--- src/rtl/serial_add_ctrl.sv ---
// Bit-serial adder controller: feeds operands LSB-first to an external 1-bit full adder and
// collects SUM/CARRY_OUT into a result register. Optional OVF output under SERIAL_ADD_OVF_EN.
module serial_add_ctrl #(
  parameter int unsigned WIDTH = 4
) (
  input  logic             CLK,
  input  logic             RESET_N,
  input  logic             START,
  input  logic [WIDTH-1:0] OP_A,
  input  logic [WIDTH-1:0] OP_B,
  input  logic             CIN,
  output logic             BUSY,
  output logic             DONE,
  output logic [WIDTH-1:0] RESULT,
  output logic             COUT,
`ifdef SERIAL_ADD_OVF_EN
  output logic             OVF,
`endif
  output logic             FA_A,
  output logic             FA_B,
  output logic             FA_CIN,
  input  logic             FA_SUM,
  input  logic             FA_COUT
);

  localparam int unsigned CNT_W = $clog2(WIDTH) + 1;

  typedef enum logic [1:0] {
    S_IDLE,
    S_RUN,
    S_DONE
  } state_t;

  state_t             state_q, state_d;
  logic [WIDTH-1:0]   a_sh_q, a_sh_d;
  logic [WIDTH-1:0]   b_sh_q, b_sh_d;
  logic               carry_q, carry_d;
  logic [WIDTH-1:0]   res_q, res_d;
  logic [CNT_W-1:0]   cnt_q, cnt_d;
  logic [WIDTH-1:0]   result_q, result_d;
  logic               cout_q, cout_d;
  logic               busy_q, busy_d;
  logic               done_q, done_d;
`ifdef SERIAL_ADD_OVF_EN
  logic               ovf_q, ovf_d;
`endif

  // State and datapath registers
  always_ff @(posedge CLK) begin
    if (!RESET_N) begin
      state_q  <= S_IDLE;
      a_sh_q   <= '0;
      b_sh_q   <= '0;
      carry_q  <= 1'b0;
      res_q    <= '0;
      cnt_q    <= '0;
      result_q <= '0;
      cout_q   <= 1'b0;
      busy_q   <= 1'b0;
      done_q   <= 1'b0;
`ifdef SERIAL_ADD_OVF_EN
      ovf_q    <= 1'b0;
`endif
    end else begin
      state_q  <= state_d;
      a_sh_q   <= a_sh_d;
      b_sh_q   <= b_sh_d;
      carry_q  <= carry_d;
      res_q    <= res_d;
      cnt_q    <= cnt_d;
      result_q <= result_d;
      cout_q   <= cout_d;
      busy_q   <= busy_d;
      done_q   <= done_d;
`ifdef SERIAL_ADD_OVF_EN
      ovf_q    <= ovf_d;
`endif
    end
  end

  // Next-state and datapath update
  always_comb begin
    state_d  = state_q;
    a_sh_d   = a_sh_q;
    b_sh_d   = b_sh_q;
    carry_d  = carry_q;
    res_d    = res_q;
    cnt_d    = cnt_q;
    result_d = result_q;
    cout_d   = cout_q;
`ifdef SERIAL_ADD_OVF_EN
    ovf_d    = ovf_q;
`endif
    case (state_q)
      S_IDLE: begin
        if (START) begin
          state_d = S_RUN;
          a_sh_d  = OP_A;
          b_sh_d  = OP_B;
          carry_d = CIN;
          res_d   = '0;
          cnt_d   = '0;
        end
      end
      S_RUN: begin
        res_d   = WIDTH'({FA_SUM, res_q} >> 1);
        carry_d = FA_COUT;
        a_sh_d  = a_sh_q >> 1;
        b_sh_d  = b_sh_q >> 1;
        cnt_d   = cnt_q + CNT_W'(1);
        // Last bit: publish the sum including the bit returning this cycle
        if (cnt_q == CNT_W'(WIDTH - 1)) begin
          state_d  = S_DONE;
          result_d = WIDTH'({FA_SUM, res_q} >> 1);
          cout_d   = FA_COUT;
`ifdef SERIAL_ADD_OVF_EN
          ovf_d    = carry_q ^ FA_COUT;
`endif
        end
      end
      S_DONE:  state_d = S_IDLE;
      default: state_d = S_IDLE;
    endcase
    busy_d = (state_d != S_IDLE);
    done_d = (state_d == S_DONE);
  end

  assign BUSY   = busy_q;
  assign DONE   = done_q;
  assign RESULT = result_q;
  assign COUT   = cout_q;
`ifdef SERIAL_ADD_OVF_EN
  assign OVF    = ovf_q;
`endif

  // Adder drive is gated so the stage sees zeros outside RUN
  assign FA_A   = (state_q == S_RUN) & a_sh_q[0];
  assign FA_B   = (state_q == S_RUN) & b_sh_q[0];
  assign FA_CIN = (state_q == S_RUN) & carry_q;

endmodule

--- config.mk ---
export PLATFORM = sky130hd
export DESIGN_NAME = serial_add_ctrl
export DESIGN_NICKNAME = d
export VERILOG_FILES = /design/src/rtl/serial_add_ctrl.sv
export SDC_FILE = /design/constraint.sdc
export NUM_CORES = 1
export LEC_CHECK = 0
export CAP_MARGIN = 5
export CORE_ASPECT_RATIO = 1.2
export CORE_MARGIN = 2
export CORE_UTILIZATION = 45
export CTS_BUF_LIST = sky130_fd_sc_hd__clkbuf_4 sky130_fd_sc_hd__clkbuf_8
export DETAILED_ROUTE_END_ITERATION = 12
export PLACE_DENSITY = 0.77
export SLEW_MARGIN = 20
export SYNTH_ARGS = -nofsm -noshare
export SYNTH_HDL_FRONTEND = slang
export SYNTH_SLANG_ARGS = --single-unit
--- constraint.sdc ---
create_clock -name CLK -period 1.1 [get_ports CLK]
set_input_delay 0.11 -clock CLK [delete_from_list [all_inputs] [get_ports CLK]]
set_output_delay 0.11 -clock CLK [all_outputs]
set_load 0.1 [all_outputs]
* Word level (Yosys, flattened, before mapping) *
Cells that the tools add are included.
Widths: inputs -> output; s select.

storage, ports and cells
  memories kept = 0
  latch bits = 0
  flip-flop bits (word level) = 25
  output and inout bits = 10
  word-level logic and storage cells = 36
  bits in writable memories = 0
  memory bits (read-only) = 0

cells by class
  shift operators = 0
  equal/unequal tests = 4
  reduce and logical (&&, ||, !) cells = 5
  bitwise logic cells = 3
  $mul = 0
  magnitude comparators = 0
  divide/modulo/power cells = 0
  muxes and demuxes = 13
  add/sub/neg operators = 1

operator list
  cell                 number
  $pmux 4 s2           3
  $mux 4               3
  $pmux 3 s2           1
  $mux 2               2
  $pmux 2 s2           1
  $reduce_and 2->1     2
  $reduce_bool 2->1    2
  $add 3x1->3 const B  1
  $and 1x1->1          3
  $eq 3x2->1 const B   1
  $mux 3               1
  $eq 2x1->1 const B   1
  $eq 2x2->1 const B   1
  $logic_not 2->1      1
  $ne 2x2->1 const B   1
  $pmux 1 s2           1
  $mux 1               1

* Depth between registers and ports, before layout *
Gate-level depths: netlist of run 1.

  depth after elaboration = 4
  gate-level depth with buffers = 6

* Least setup slack after synthesis of run 1 *
OpenSTA, ideal clock, no wires.

  kind = register to output
  start point = register state_q[0]
  end point = output FA_A
  path buffers = 0
  setup slack = -357 ps
  stages on the path, launching flop included = 3
  arrival time = 1347 ps
  cell sequence = dfxtp_1 and2b_1 and2_1

between the ends
  cells in the longest elaborated chain, start to end = 2

RTL lines
  element                 RTL line  source
  from (decl)             34        state_t state_q, state_d;
  from (signal assigned)  65        state_q <= state_d;
  $eq 2x1->1              137       assign FA_A = (state_q == S_RUN) & a_sh_q[0];
  $and 1x1->1             137
  to (decl)               19        output logic FA_A,

Every way passes these cells.

* Worst setup path after layout of run 1 *
  start point = register state_q[1]
  end point = output FA_B

between the ends
  cells in the longest elaborated chain, start to end = 2

RTL lines
  element      RTL line  source
  $eq 2x1->1   138       assign FA_B = (state_q == S_RUN) & b_sh_q[0];
  $and 1x1->1  138
  to (decl)    20        output logic FA_B,

Every way passes these cells.

==> impl_metrics.csv, run 1 <==
group,metric,value,unit
finish,drive_gt1_share,45.8,%
sta,hold_slack,0.344,ns
worst_setup_path,crit_fanout,4,
logic_synthesis,yosysSeqAreaShare,49.6,%
logic_synthesis,syn_area_per_cell,9.40,um2
logic_synthesis,ys_async_sr_fraction,0,%
placement,port_buffers,23,
worst_setup_path,end_kind,"primary output",
logic_synthesis,ys_types,25,
global_route,use_met2,35.0,%
global_route,top_usage_layer,"met2",
route,drt-pass1-iter-count,4,
sta,rsz0062_at_grt,"yes",
floorplanning,die_w,46.4,um
route,avgViaCountPerCell,5.32,
clocking,clock-sinks,24,
route,wl,2.61,mm
worst_setup_path,crit_buf_inv,1,
sta,worst_pin_slew,0.242,ns
floorplanning,boundaryPins,24,
sta,finalSetupTns,-2.52,ns
hold_path,hp-class,"primary input to flip-flop",
worst_setup_path,max_stage_delay,0.37,ns
power_and_ir_drop,power_density,1190,nW/um2
logic_synthesis,yosys_register_bits,24,
logic_synthesis,syn-instance-count,103,
logic_synthesis,syn_area,968,um2
power_and_ir_drop,leakagePower,0.651,nW
route,wire_per_inst,15.2,um
clocking,clk_latency,0.31,ns
finish,utilization,81.7,%
placement,routabilityCongestion,0.781,
route,ant_nets,0,
sta,slew_violations,0,
global_route,grt_max_degree,17,
global_route,grtUsageTotal,20.3,%
worst_setup_path,crit_chain,"and2b_2 > and2_4 > buf_12",
global_route,grt_overflow_total,0,
finish,area_growth,72.9,%
power_and_ir_drop,vdd_ir_drop_max,1020,uV
clocking,clockBufferDepth,2,
floorplanning,die_h,54.8,um
sta,timing.final.ws_setup,-0.246,ns
route,drt-initial-drc-count,29,
global_route,met3_usage,3.63,%
global_route,grt_pass1_vias,871,
floorplanning,dieArea,2540,um2
status,status,"finished, violations left",
global_route,use_met1,25.2,%
finish,fin_nets,159,
worst_setup_path,critPathKind,"flip-flop to primary output",
worst_setup_path,worstPathArrival,1.24,ns
clocking,cts_tree,"yes",
worst_setup_path,crit_start,"state_q[1]",
logic_synthesis,yosys_warnings,0,
sta,setup_viol,23,
route,via_count,915,
clocking,ctsHtreeMaxLevel,1,
worst_setup_path,required,0.99,ns
finish,nFillCells,118,
sta,skew,0.00179,ns
clocking,cts_buffers,3,
worst_setup_path,crit_family,"simple AND/OR/NAND/NOR gates",
floorplanning,initial_core_util,47.3,%
route,drc_errors,0,
clocking,clock-root-buffer,"clkbuf_4",
placement,dp_hpwl,1.44,mm
placement,place_ws,-0.148,ns
global_route,antenna_found_initial,0,
status,violations,"setup timing",
floorplanning,core_area,2050,um2
sta,final_hold_viol_count,0,
finish,antenna_cells,0,
hold_path,hold_path_startpoint,"OP_B[3]",
logic_synthesis,syn-num-nets,119,
worst_setup_path,critPathLaunchType,"flip-flop",
logic_synthesis,synth_ff_type,"dfxtp_1",
logic_synthesis,synth_edf_count,0,
global_route,grt_pass1_wl,3.68,mm
clocking,clk_pin_slew,0.14,ns
sta,slew_headroom,83.6,%
worst_setup_path,r2r_start,"state_q[1]",
job,drv_cap,0,
floorplanning,rows,18,
sta,timing.final.crit_share,122,%
sta,maxClockFrequency,743,MHz
sta,fin_crit,1.35,ns
worst_setup_path,slowest_stage,"dfxtp_4",
-- cells by family after synthesis --
kind of cell	Yosys count	share of synthesized area, %
muxes	6	6.20
AOI/OAI and AO/OA	24	18.1
DFF	24	49.6
and+or+nand+nor	37	17.8
adders and majority gates	2	2.58
buffers and inverters	10	5.68
-- per-layer routing --
metal / routed length [um] / vias to the layer above / part of all wire [%]
li1: - / 439 / -
met1: 1080 / 431 / 41
met2: 1350 / 35 / 52
met3: 111 / 10 / 4.3
met4: 75 / 0 / 2.9
met5: 0 / - / 0
-- worst min-delay path, delay by kind of cell --
kind / cells / cell delay (ns)
buf+inv: 1 / 0.39
simple gates: 1 / 0.06
compound gates: 1 / 0.06
-- area by class of cell --
class | instances | area, um2 | area share, %
Tap cell | 30 | 37.5 | 2.24
Clock inverter | 1 | 30.0 | 1.79
Clock buffer | 3 | 22.5 | 1.35
Multi-Input combinational cell | 69 | 515 | 30.8
Inverter | 3 | 11.3 | 0.673
Timing Repair Buffer | 42 | 561 | 33.5
Sequential cell | 24 | 497 | 29.7
-- registers in the layout, summed over array words and instances, names as in the netlist --
register  count
cnt_q         3
carry_q       1
BUSY          1
state_q       2
COUT          1
DONE          1
b_sh_q        4
RESULT        4
res_q         3
a_sh_q        4
-- what timing repair did --
| action | CTS | global route |
|---|---|---|
| buffers inserted | 3 | 2 |
| endpoints found under the setup margin | 16 | 24 |
| cloned | 2 | 2 |
| pin swaps | 12 | 4 |
| resized for setup | 20 | 9 |
| hold buffers | 0 | 0 |
-- metrics by stage --
| step | instance area, um2 | total power, W | instances |
|---|---|---|---|
| 6_report | 1670 | 0.00199 | 172 |
| 5_1_grt | 1670 | 0.00205 | 172 |
| 4_1_cts | 1610 | 0.00196 | 169 |
| 3_5_place_dp | 1450 | 0.00129 | 160 |
| 3_3_place_gp | 1450 | 0.00128 | 160 |
| 2_1_floorplan | 1010 | 0.00115 | 103 |
-- path summary, 6_finish.rpt --
| path | end | slack [ns] | depth (start not counted) |
|---|---|---|---|
| worst max-delay path | FA_B | -0.25 | 3 |
| worst min-delay path | b_sh_q[3] | 0.34 | 3 |
| worst max register to register | b_sh_q[2] | -0.20 | 5 |
| worst min register to register | b_sh_q[3] | 0.48 | 2 |
-- where the power goes --
part | switching [W] | leakage, nW | internal [W] | total, W
registers | 0.0000263 | 0.201 | 0.000907 | 0.000933
logic | 0.000201 | 0.421 | 0.000213 | 0.000414
clock network | 0.000274 | 0.0279 | 0.000368 | 0.000642
total | 0.000501 | 0.651 | 0.00149 | 0.00199
-- cell usage after synthesis (2+ instances only) --
| library cell | instances | area [um2] |
|---|---|---|
| a211oi_2 | 5 | 62.6 |
| a21oi_1 | 4 | 20.0 |
| and2_1 | 3 | 18.8 |
| buf_2 | 5 | 25.0 |
| dfxtp_1 | 24 | 480 |
| ha_1 | 2 | 25.0 |
| inv_1 | 3 | 11.3 |
| mux2i_1 | 6 | 60.1 |
| nand2_1 | 13 | 48.8 |
| nand3_1 | 5 | 25.0 |
| nor2_1 | 10 | 37.5 |
| o21ai_0 | 6 | 30.0 |
| o22ai_1 | 5 | 31.3 |
-- cells in the final DEF (no fill, tap or decap) --
master           netlist  final
nand3_2                0      4
o32ai_1                1      1
nor2_1                10      8
buf_8                  0      1
o21ba_4                0      1
nor2_2                 0      2
ha_4                   0      2
nand2_1               13     11
o22ai_1                5      5
clkbuf_16              0      2
and2b_2                0      1
and2_4                 0      3
o21ai_0                6      1
mux2i_1                6      6
a21oi_1                4      2
nand2_2                0      2
inv_1                  3      3
a21oi_2                0      2
nand3_1                5      1
nor3_1                 1      1
o21ai_1                1      6
buf_4                  1     11
clkdlybuf4s50_1        0     13
buf_12                 0     13
dfxtp_4                0      2
a211oi_2               5      6
dfxtp_2                0      7
nand2b_1               1      1
bufinv_16              0      1
nor3b_1                1      1
clkbuf_4               0      3
nor4b_1                1      1
buf_6                  1      2
dfxtp_1               24     15
nand3b_1               1      1
No activity file was read; power rests on OpenSTA's default activity.
==> inputs of run 2 (changes only) <==
Settings changed: ABC_AREA from default to 1, ABC_CLOCK_PERIOD_IN_PS from default to 1100, PLACE_DENSITY 0.77 to 0.76, SKIP_LAST_GASP from default to 1.
==> impl_metrics.csv, run 2 <==
group,metric,value,unit
sta,fin_crit,1.37,ns
sta,timing.final.crit_share,124,%
floorplanning,initial_core_util,48.2,%
floorplanning,boundaryPins,24,
sta,skew,0.0117,ns
finish,fin_nets,198,
clocking,ctsHtreeMaxLevel,1,
power_and_ir_drop,leakagePower,0.766,nW
status,violations,"setup timing",
logic_synthesis,syn_area_per_cell,7.18,um2
route,drc_errors,0,
worst_setup_path,crit_family,"flip-flops",
route,via_count,1113,
clocking,cts_tree,"yes",
route,drt-pass1-iter-count,4,
logic_synthesis,ys_async_sr_fraction,0,%
job,drv_cap,0,
hold_path,hp-class,"primary input to flip-flop",
clocking,cts_buffers,3,
route,wire_per_inst,16.2,um
placement,dp_hpwl,1.75,mm
clocking,clk_pin_slew,0.13,ns
floorplanning,die_h,55.6,um
logic_synthesis,yosys_register_bits,24,
worst_setup_path,crit_fanout,5,
logic_synthesis,synth_top_cell_by_area,"dfxtp_1",
global_route,grt_pass1_vias,1009,
worst_setup_path,r2r_end,"RESULT[2]",
hold_path,hold_path_startpoint,"OP_B[3]",
logic_synthesis,ys_types,19,
worst_setup_path,end_kind,"primary output",
placement,dp_cells,199,
worst_setup_path,r2r_slack,-0.20,ns
global_route,grt_overflow_total,0,
logic_synthesis,syn-instance-count,139,
logic_synthesis,synth_edf_count,0,
logic_synthesis,yosysMostFrequentCell,"nand2_1",
placement,port_buffers,23,
placement,routabilityCongestion,0.822,
global_route,grtUsageTotal,21.3,%
worst_setup_path,critPathKind,"flip-flop to primary output",
floorplanning,rows,18,
worst_setup_path,critPathLaunchType,"flip-flop",
logic_synthesis,synth_ff_type,"dfxtp_1",
clocking,holdBufCountCts,0,
hold_path,holdPathStages,3,
finish,final_cell_mix,"nand2_1, inv_1, dfxtp_1, nor2_1, clkdlybuf4s50_1",
clocking,clock-root-buffer,"clkbuf_4",
logic_synthesis,yosysSeqAreaShare,48.1,%
power_and_ir_drop,vdd_ir_drop_max,1110,uV
floorplanning,die_w,47,um
sta,slew_headroom,77.3,%
route,drt-initial-drc-count,22,
logic_synthesis,syn-num-nets,155,
sta,setup_viol,25,
finish,area_growth,85.1,%
worst_setup_path,r2r_cells,7,
worst_setup_path,max_stage_delay,0.38,ns
route,wl,3.41,mm
sta,final_hold_viol_count,0,
logic_synthesis,synth_area_leaders,"dfxtp_1, nand2_1, nor2_1",
route,ant_nets,0,
logic_synthesis,yosys_warnings,0,
clocking,clockBufferDepth,2,
worst_setup_path,r2r_start,"cnt_q[1]",
sta,hold_slack,0.362,ns
floorplanning,core_area,2070,um2
power_and_ir_drop,power_density,1030,nW/um2
worst_setup_path,crit_buf_inv,3,
logic_synthesis,synth_common_cells,"nand2_1, dfxtp_1, nor2_1",
finish,layout.cells.non_filler,211,
global_route,grt_pass1_wl,4.08,mm
floorplanning,dieArea,2610,um2
power_and_ir_drop,power,0.00190,W
finish,final_common_cell,"nand2_1",
clocking,clock-sinks,24,
sta,maxClockFrequency,732,MHz
worst_setup_path,slowest_stage,"dfxtp_4",
logic_synthesis,syn_area,998,um2
worst_setup_path,required,0.99,ns
sta,worst_pin_slew,0.339,ns
sta,slew_violations,0,
status,status,"finished, violations left",
global_route,grt_max_degree,14,
finish,nFillCells,95,
route,avgViaCountPerCell,5.27,
logic_synthesis,synth_top_area_share,48.1,%
worst_setup_path,worstPathArrival,1.26,ns
finish,utilization,89.2,%
global_route,antenna_found_initial,0,
sta,rsz0062_at_grt,"yes",
clocking,clk_latency,0.33,ns
sta,timing.final.ws_setup,-0.267,ns
finish,drive_gt1_share,47.0,%
finish,antenna_cells,0,
worst_setup_path,crit_chain,"inv_6 > nand2_8 > buf_6 > nor2_4 > buf_12",
hold_path,whs_endpoint,"b_sh_q[3]",
## run 2: changes by cell type after synthesis, sizes merged, moves of 6 or more
| cell | change |
|---|---|
| nand2 | +18 |
| nor2 | +12 |
| nand3 | +8 |
| a211oi | -6 |
| mux2i | -6 |
| a21oi | +10 |
| inv | +16 |
## run 2: kinds of logic (layout without fill, tap and decap cells)
group           count (synthesis)  count (layout)  synth area share, %
simple gates                   68              69                 28.2
buf+inv                        24              65                 10.3
flops                          24              24                 48.1
compound gates                 21              21                 10.9
fa+ha+maj                       2               2                 2.51
## run 2: layout make-up
class | count | area, um2 | share of cell area, %
clock buffers | 4 | 36.3 | 1.96
inverters | 20 | 85.1 | 4.60
multi-input cells | 92 | 684 | 37.0
flip-flops and latches | 24 | 497 | 26.9
well taps | 30 | 37.5 | 2.03
repair buffers | 41 | 508 | 27.5
## run 2: worst max path at each step
stage / startpoint / to / slack [ns] / cells after the start
6_report: state_q[1] / FA_B / -0.27 / 5
5_1_grt: state_q[1] / FA_CIN / -0.29 / 5
4_1_cts: state_q[1] / FA_B / -0.26 / 5
3_5_place_dp: START / b_sh_q[2] / -0.19 / 5
3_3_place_gp: START / carry_q / -0.15 / 6
2_1_floorplan: state_q[0] / FA_A / -0.14 / 4
## run 2: routing by layer
metal  routed length, um  global-route usage (%)  vias up
li1                    -                       -      520
met1                1290                    24.4      535
met2                1780                    35.8       43
met3                 192                    4.55       15
met4                 149                    9.92        0
met5                   0                       0        -
## run 2: what timing repair did
| item | in CTS | in global routing |
|---|---|---|
| setup buffers | 4 | 3 |
| resized for setup | 13 | 52 |
| setup endpoints to repair | 14 | 24 |
| cloned | 0 | 1 |
| pin swaps | 4 | 20 |
| hold endpoints to repair | 0 | 0 |
## run 2: where the power goes
group,internal [W],switching (W)
clock network,0.000203,0.000275
logic,0.000213,0.000272
registers,0.000905,0.0000336
total,0.00132,0.000581
## run 2: per-stage QoR
stage          cell area (um2)  setup TNS, ns  setup WS [ns]
3_5_place_dp              1480          -2.84         -0.193
4_1_cts                   1590          -1.75         -0.258
3_3_place_gp              1480          -2.15         -0.152
2_1_floorplan             1050         -0.489         -0.138
5_1_grt                   1850          -4.48         -0.294
6_report                  1850          -3.56         -0.267
## run 2: tightest hold or removal path, cell delays in order
cell	delay [ns]
clkdlybuf4s50_1	0.42
nand2_2	0.07
a21oi_2	0.05
==> inputs of run 3 (changes only) <==
Settings changed: CORE_MARGIN 2 to default, HOLD_SLACK_MARGIN from default to 0.08.
==> impl_metrics.csv, run 3 (synthesis results as in run 2) <==
group,metric,value,unit
worst_setup_path,end_kind,"primary output",
finish,final_cell_mix,"nand2_1, inv_1, dfxtp_1, clkdlybuf4s50_1, buf_4",
sta,maxClockFrequency,728,MHz
sta,setup_viol,27,
route,drc_errors,1,
floorplanning,die_w,45,um
route,drt-pass1-iter-count,10,
floorplanning,initial_core_util,48.2,%
clocking,clock-root-buffer,"clkbuf_4",
sta,slew_headroom,73.5,%
route,wl,4.70,mm
sta,fin_crit,1.37,ns
worst_setup_path,required,0.99,ns
clocking,clk_latency,0.33,ns
finish,antenna_cells,0,
power_and_ir_drop,vdd_ir_drop_max,1480,uV
sta,finalSetupTns,-3.98,ns
clocking,clk_pin_slew,0.15,ns
sta,timing.final.crit_share,125,%
sta,timing.final.ws_setup,-0.274,ns
status,status,"finished, violations left",
finish,final_common_cell,"nand2_1",
floorplanning,dieArea,2410,um2
sta,rsz0062_at_grt,"yes",
sta,slew_violations,0,
worst_setup_path,r2r_start,"state_q[1]",
placement,routabilityCongestion,0.804,
power_and_ir_drop,leakagePower,0.819,nW
route,via_count,1260,
sta,worst_pin_slew,0.396,ns
finish,fin_area,1920,um2
job,drv_cap,0,
placement,dp_hpwl,1.74,mm
finish,area_growth,92.1,%
clocking,ctsHtreeMaxLevel,1,
route,drt-initial-drc-count,59,
sta,skew,0.0125,ns
clocking,cts_tree,"yes",
finish,drive_gt1_share,52.2,%
placement,dpl_cell_area,1480,um2
worst_setup_path,worstPathArrival,1.26,ns
worst_setup_path,crit_fanout,6,
worst_setup_path,crit_start,"state_q[1]",
status,violations,"DRC, setup timing",
global_route,grt_overflow_total,0,
worst_setup_path,critPathLaunchType,"flip-flop",
route,avgViaCountPerCell,5.89,
sta,final_hold_viol_count,0,
global_route,grt_max_degree,15,
global_route,grtUsageTotal,25.3,%
clocking,clock-sinks,24,
hold_path,hold_path_startpoint,"OP_A[3]",
floorplanning,boundaryPins,24,
floorplanning,rows,18,
worst_setup_path,critPathKind,"flip-flop to primary output",
finish,fin_nets,201,
route,wire_per_inst,22.0,um
floorplanning,die_h,53.6,um
clocking,cts_buffers,3,
global_route,grt_pass1_wl,4.53,mm
route,ant_nets,0,
finish,utilization,92.6,%
global_route,grt_pass1_vias,1059,
placement,place_ws,-0.201,ns
power_and_ir_drop,power_density,1120,nW/um2
floorplanning,core_area,2070,um2
hold_path,hp-class,"primary input to flip-flop",
global_route,antenna_found_initial,0,
placement,port_buffers,23,
clocking,clockBufferDepth,2,
-- run 3: final cells by class --
| cell class | instances | area (um2) |
|---|---|---|
| Clock buffer | 3 | 22.5 |
| Multi-Input combinational cell | 92 | 721 |
| Fill cell | 76 | 154 |
| Timing Repair Buffer | 44 | 526 |
| Tap cell | 30 | 37.5 |
| Clock inverter | 1 | 30.0 |
| Sequential cell | 24 | 494 |
| Inverter | 20 | 87.6 |
-- run 3: per-stage QoR --
stage	hold WS (ns)	cells	power [W]
finish	0.347	214	0.00215
global route	0.375	214	0.00220
CTS	0.347	210	0.00195
detailed placement	0.459	201	0.00128
global placement	0.452	201	0.00127
floorplan	0.238	139	0.00114
-- run 3: path summary, 6_finish.rpt --
kind	slack, ns	cells after the start	endpoint
worst min register to register	0.50	2	b_sh_q[3]
worst max-delay path	-0.27	5	FA_B
worst min-delay path	0.35	3	a_sh_q[3]
worst max register to register	-0.24	8	b_sh_q[3]
-- run 3: critical path, cell delays in order (launching register included) --
cell     delay (ns)
dfxtp_2        0.37
inv_4          0.08
nand2_8        0.08
buf_6          0.13
nor2_4         0.09
buf_12         0.18
-- run 3: per-layer routing --
layer / global-route usage, % / vias to the layer above / part of all wire [%] / routed length [um]
met5: 0 / - / 0 / 0
met2: 45.7 / 93 / 52 / 2450
met1: 29.5 / 598 / 35 / 1630
li1: - / 531 / - / -
met4: 11.6 / 0 / 6.6 / 308
met3: 2.68 / 38 / 6.6 / 308
-- run 3: what timing repair did --
action	in CTS	in global routing
cloned	1	0
pin swaps	9	23
endpoints found under the setup margin	19	25
resized for setup	17	62
setup buffers	5	4
hold buffers	0	0
-- run 3: power breakdown --
part           switching, W  total [W]  internal (W)
Combinational      0.000306   0.000533      0.000227
Sequential        0.0000408   0.000949      0.000908
Clock              0.000297   0.000666      0.000369
Total              0.000644    0.00215       0.00150
==> RTL change 1 (config.mk and constraints of run 3) <==
Make the reset (`RESET_N`) asynchronous in one clocked block.
--- a/src/rtl/serial_add_ctrl.sv
+++ b/src/rtl/serial_add_ctrl.sv
@@ -46,7 +46,7 @@
 `endif
 
   // State and datapath registers
-  always_ff @(posedge CLK) begin
+  always_ff @(posedge CLK or negedge RESET_N) begin
     if (!RESET_N) begin
       state_q  <= S_IDLE;
       a_sh_q   <= '0;
Check against the original RTL: differs if RESET_N is asserted again (counterexample within 4 cycles, from zero or initial values and one cycle with RESET_N low); with RESET_N held inactive, the same outputs for 10 cycles.
==> RTL change 1 against run 3 <==
The run ends with setup timing left; final area down 12%; area after synthesis is 8.5% higher; global-route usage fell by 4.1 points; setup slack improved by 50 ps; clock skew decreased by 5.3 ps; utilization decreased by 19 points; non-clock buffer count down 8; sequential cell count stayed put; routed wire length fell by 48%.
Power is left out: the tool's default activity adds up to more than one toggle a clock period on the data nets, which glitch-free logic cannot reach.
==> RTL change 1: results (changes against run 3) <==
{| class="wikitable"
! Metric !! Value
|-
| Run status || finished, violations left
|-
| Violations in the final reports || setup timing
|-
| Number of setup violations in the final report || 24 (-11%)
|-
| Synth Area in Compound Gates || 6.00% (-4.9 points)
|-
| Number of buffers outside the clock class in the layout || 36 (-18%)
|-
| Weighted congestion reported at the end of routability-driven placement || 0.768 (-4.4%)
|-
| Sequential fraction of the synthesis area || 55.4% (+7.3 points)
|-
| Syn avg cell area || 8.81 um2 (+23%)
|-
| WP data arrival || 1210 ps (-50 ps)
|-
| Ys flop type || sky130_fd_sc_hd__dfrtp_1
|-
| Routed met1 length || 995 um (-39%)
|-
| Clock transition at the registers of the reported paths || 130 ps (-20 ps)
|-
| Postcts setup bufs || 1 (-4)
|-
| Post-Synth Adder-Cell Area || 2.31% (-0.20 points)
|-
| Kind of cell with the highest combined delay on the critical path || flip-flops
|-
| Area added between synthesis and finish || 55.9%
|-
| Largest driver fanout on the critical path || 4 (-2)
|-
| Worst stage delay on the critical path || 410 ps (+40 ps)
|-
| Metal2 WL || 1320 um (-46%)
|-
| Worst slew pin tran || 210 ps (-185 ps)
|-
| Maximum number of pins on one net before global-route repair || 25 (+10)
|-
| Clock Skew || 7.17 ps (-5.33 ps)
|-
| Worst setup timing slack at the placement stage || -82.0 ps (+119 ps)
|-
| Count of fill cells added during filler insertion || 162 (+110%)
|-
| Detailed Routing Iterations Pass 1 || 4 (-6)
|-
| Fraction of synthesis flops using an asynchronous set or reset pin || 100% (+100 points)
|-
| Global-route wire length before repair || 3970 um (-12%)
|-
| Fraction of area in multi-input gates || 29.2% (-8.4 points)
|-
| # nets final || 177 (-12%)
|-
| Worst Slack Setup Final || -224 ps (+50.0 ps)
|-
| Synthesized net count || 139 (-10%)
|-
| Layout Cells excl Fill || 191 (-11%)
|-
| Core region area || 2280 um2 (+10%)
|-
| Share of cells above drive strength 1 || 33.1% (-19 points)
|}
==> RTL change 1: metrics by stage <==
| step | TNS, ps | utilization [%] |
|---|---|---|
| 2_1_floorplan | -519 | - |
| 3_3_place_gp | -128 | 67.8 |
| 3_5_place_dp | -596 | 67.8 |
| 4_1_cts | -1560 | 72.2 |
| 5_1_grt | -3290 | 74.0 |
| 6_report | -2000 | 74.0 |
==> RTL change 1: final timing paths <==
path | startpoint | endpoint | slack (ps) | cells past startpoint
max | state_q[1]$_DFF_PN0_ | FA_CIN | -220 | 4
min | RESET_N | a_sh_q[2]$_DFFE_PN0P_ | 120 | 2
max reg2reg | state_q[0]$_DFF_PN0_ | res_q[2]$_DFFE_PN0P_ | -120 | 5
min reg2reg | a_sh_q[3]$_DFFE_PN0P_ | a_sh_q[3]$_DFFE_PN0P_ | 490 | 2
max in group asynchronous | RESET_N | RESULT[3]$_DFFE_PN0P_ | 830 | 2
min in group CLK | OP_B[3] | b_sh_q[3]$_DFFE_PN0P_ | 330 | 3
==> RTL change 1: logic make-up (layout without fill, tap and decap cells) <==
group                    Yosys count  after routing
flip-flops                        24             24
buffers and inverters             15             51
AND/OR/NAND/NOR                   72             73
AO/OA/AOI/OAI                     10             10
adder cells (fa/ha/maj)            2              2
==> RTL change 1: worst reg2reg max path, cell delays in order, from the launching register on <==
cell	delay, ps
sky130_fd_sc_hd__dfrtp_2	490
sky130_fd_sc_hd__buf_4	170
sky130_fd_sc_hd__o21ai_4	190
sky130_fd_sc_hd__buf_6	160
sky130_fd_sc_hd__nand2_1	60
sky130_fd_sc_hd__o21ai_1	90
==> RTL change 1: metal layers <==
layer	GRT usage [%]	up-vias
met4	10.2	0
met2	35.7	28
met5	0	-
met1	25.8	451
li1	-	459
met3	2.27	5
==> RTL change 2 (settings of run 3) <==
Without the edit above. `WIDTH`: 4 -> 8.
--- a/src/rtl/serial_add_ctrl.sv
+++ b/src/rtl/serial_add_ctrl.sv
@@ -1,7 +1,7 @@
 // Bit-serial adder controller: feeds operands LSB-first to an external 1-bit full adder and
 // collects SUM/CARRY_OUT into a result register. Optional OVF output under SERIAL_ADD_OVF_EN.
 module serial_add_ctrl #(
-  parameter int unsigned WIDTH = 4
+  parameter int unsigned WIDTH = 8
 ) (
   input  logic             CLK,
   input  logic             RESET_N,
Ports: changed (resized OP_A, OP_B and RESULT); port bits go from 24 to 36. No check against the original RTL was run, so the function may have changed too.
==> RTL change 2 against run 3 <==
The flow finishes with violations (setup timing); final cell count increased by 72%; area after synthesis rose by 74%; final area grew 61%; power up 50%; routed wire length is 26% higher; utilization shrank 8.5 points; fmax up 0.18%; count of clock-buffer cells in the layout up 3; sequential cell count rose by 17; setup slack better by 2.4 ps; critical endpoint is now carry_q$_SDFFE_PN0P_; largest power group unchanged; highest routed layer unchanged.
==> RTL change 2: results (changes against run 3) <==
{| class="wikitable"
! Metric !! Value
|-
| Total placed instance area || 2450 um2 (+65%)
|-
| Via count of the first global-routing pass || 1782 (+68%)
|-
| Leak Pwr || 1.34 nW (+63%)
|-
| Worst IR Drop VDD || 1010 uV (-32%)
|-
| Weighted congestion reported at the end of routability-driven placement || 0.792 (-1.5%)
|-
| Worst setup timing slack at the placement stage || -165 ps (+36.7 ps)
|-
| Number of setup violations in the final report || 43 (+59%)
|-
| Synthesized net count || 274 (+77%)
|-
| Layout Cells excl Fill || 369 (+72%)
|-
| Met2 Use GR || 43.2% (-2.5 points)
|-
| Met3 wirelength from detailed routing || 336 um (+9.1%)
|-
| Global-route met1 utilization || 29.3% (-0.24 points)
|-
| Run status || finished, violations left
|-
| Sequential fraction of the synthesis area || 47.4% (-0.76 points)
|-
| Master cell of the clock root buffer || sky130_fd_sc_hd__clkbuf_8
|-
| Worst Slack Setup Final || -271 ps (+2.40 ps)
|-
| Largest driver fanout on the critical path || 7 (+1)
|-
| CP max stage cell || sky130_fd_sc_hd__dfxtp_4
|-
| HP Start || OP_A[7]
|-
| Final-layout worst hold slack || 395 ps (+48.1 ps)
|-
| Clock Skew || 11.5 ps (-0.983 ps)
|-
| Share of cells above drive strength 1 || 41.6% (-11 points)
|-
| GRT Resource Usage Total || 26.1% (+0.79 points)
|-
| Met3 Resource Use GR || 6.67% (+4.0 points)
|-
| Accumulated negative setup slack || -6710 ps (-2730 ps)
|-
| Drt via density || 5.25 (-11%)
|-
| Kind of cell with the highest combined delay on the critical path || simple AND/OR/NAND/NOR gates
|-
| PostCTS Resize Cnt || 32 (+15)
|-
| Maximum number of pins on one net before global-route repair || 17 (+2)
|-
| Metal2 WL || 3110 um (+27%)
|-
| Synth unique cells || 16 (-3)
|-
| H-Tree Depth || 2 (+1)
|-
| Synth Area in Compound Gates || 6.64% (-4.3 points)
|-
| Count of fill cells added during filler insertion || 188 (+150%)
|-
| Syn Inst Count || 251 (+81%)
|-
| Final wirelength || 5920 um (+26%)
|-
| Violations in the final reports || setup timing
|-
| IO buf count || 35 (+52%)
|-
| Global-route wire length before repair || 8050 um (+78%)
|-
| Detailed Routing Iterations Pass 1 || 4 (-6)
|-
| Half-perimeter wire length after placement || 2780 um (+60%)
|}
==> RTL change 2: cell types whose count changed after synthesis, sizes merged, moves of 5 or more <==
| cell | run 3 | this run |
|---|---|---|
| nand2 | 31 | 63 |
| nor2 | 22 | 44 |
| buf | 3 | 11 |
| o21ai | 7 | 2 |
| nand3 | 13 | 43 |
| a21oi | 14 | 21 |
| dfxtp | 24 | 41 |
==> RTL change 2: cell type report <==
class | count | area [um2] | area share [%]
sequential | 41 | 842 | 27.3
clock inverter | 2 | 10.0 | 0.325
inverter | 22 | 87.6 | 2.84
clock buffer | 6 | 76.3 | 2.48
timing repair buffer | 71 | 912 | 29.6
tap | 52 | 65.1 | 2.11
multi-input combinational | 175 | 1090 | 35.3
==> RTL change 2: how the worst max path moves through the flow <==
stage / slack [ps] / end / startpoint / cells past startpoint
2_1_floorplan: -130 / FA_A / state_q[1]$_SDFF_PN0_ / 4
3_3_place_gp: -140 / b_sh_q[3]$_SDFFE_PN0P_ / START / 6
3_5_place_dp: -160 / a_sh_q[2]$_SDFFE_PN0P_ / START / 6
4_1_cts: -230 / FA_B / state_q[1]$_SDFF_PN0_ / 5
5_1_grt: -320 / carry_q$_SDFFE_PN0P_ / state_q[1]$_SDFF_PN0_ / 8
6_report: -270 / carry_q$_SDFFE_PN0P_ / state_q[1]$_SDFF_PN0_ / 8
==> RTL change 2: cells by family (layout without fill, tap and decap cells) <==
group                      Yosys count  count (layout)
and+or+nand+nor                    150             151
DFF                                 41              41
buffers and inverters               36             101
AOI/OAI and AO/OA                   23              23
adders and majority gates            1               1
==> RTL change 2: power breakdown <==
group,internal [mW],switching (mW)
registers,1.53,0.0383
logic,0.322,0.356
clock network,0.464,0.506
total,2.32,0.900
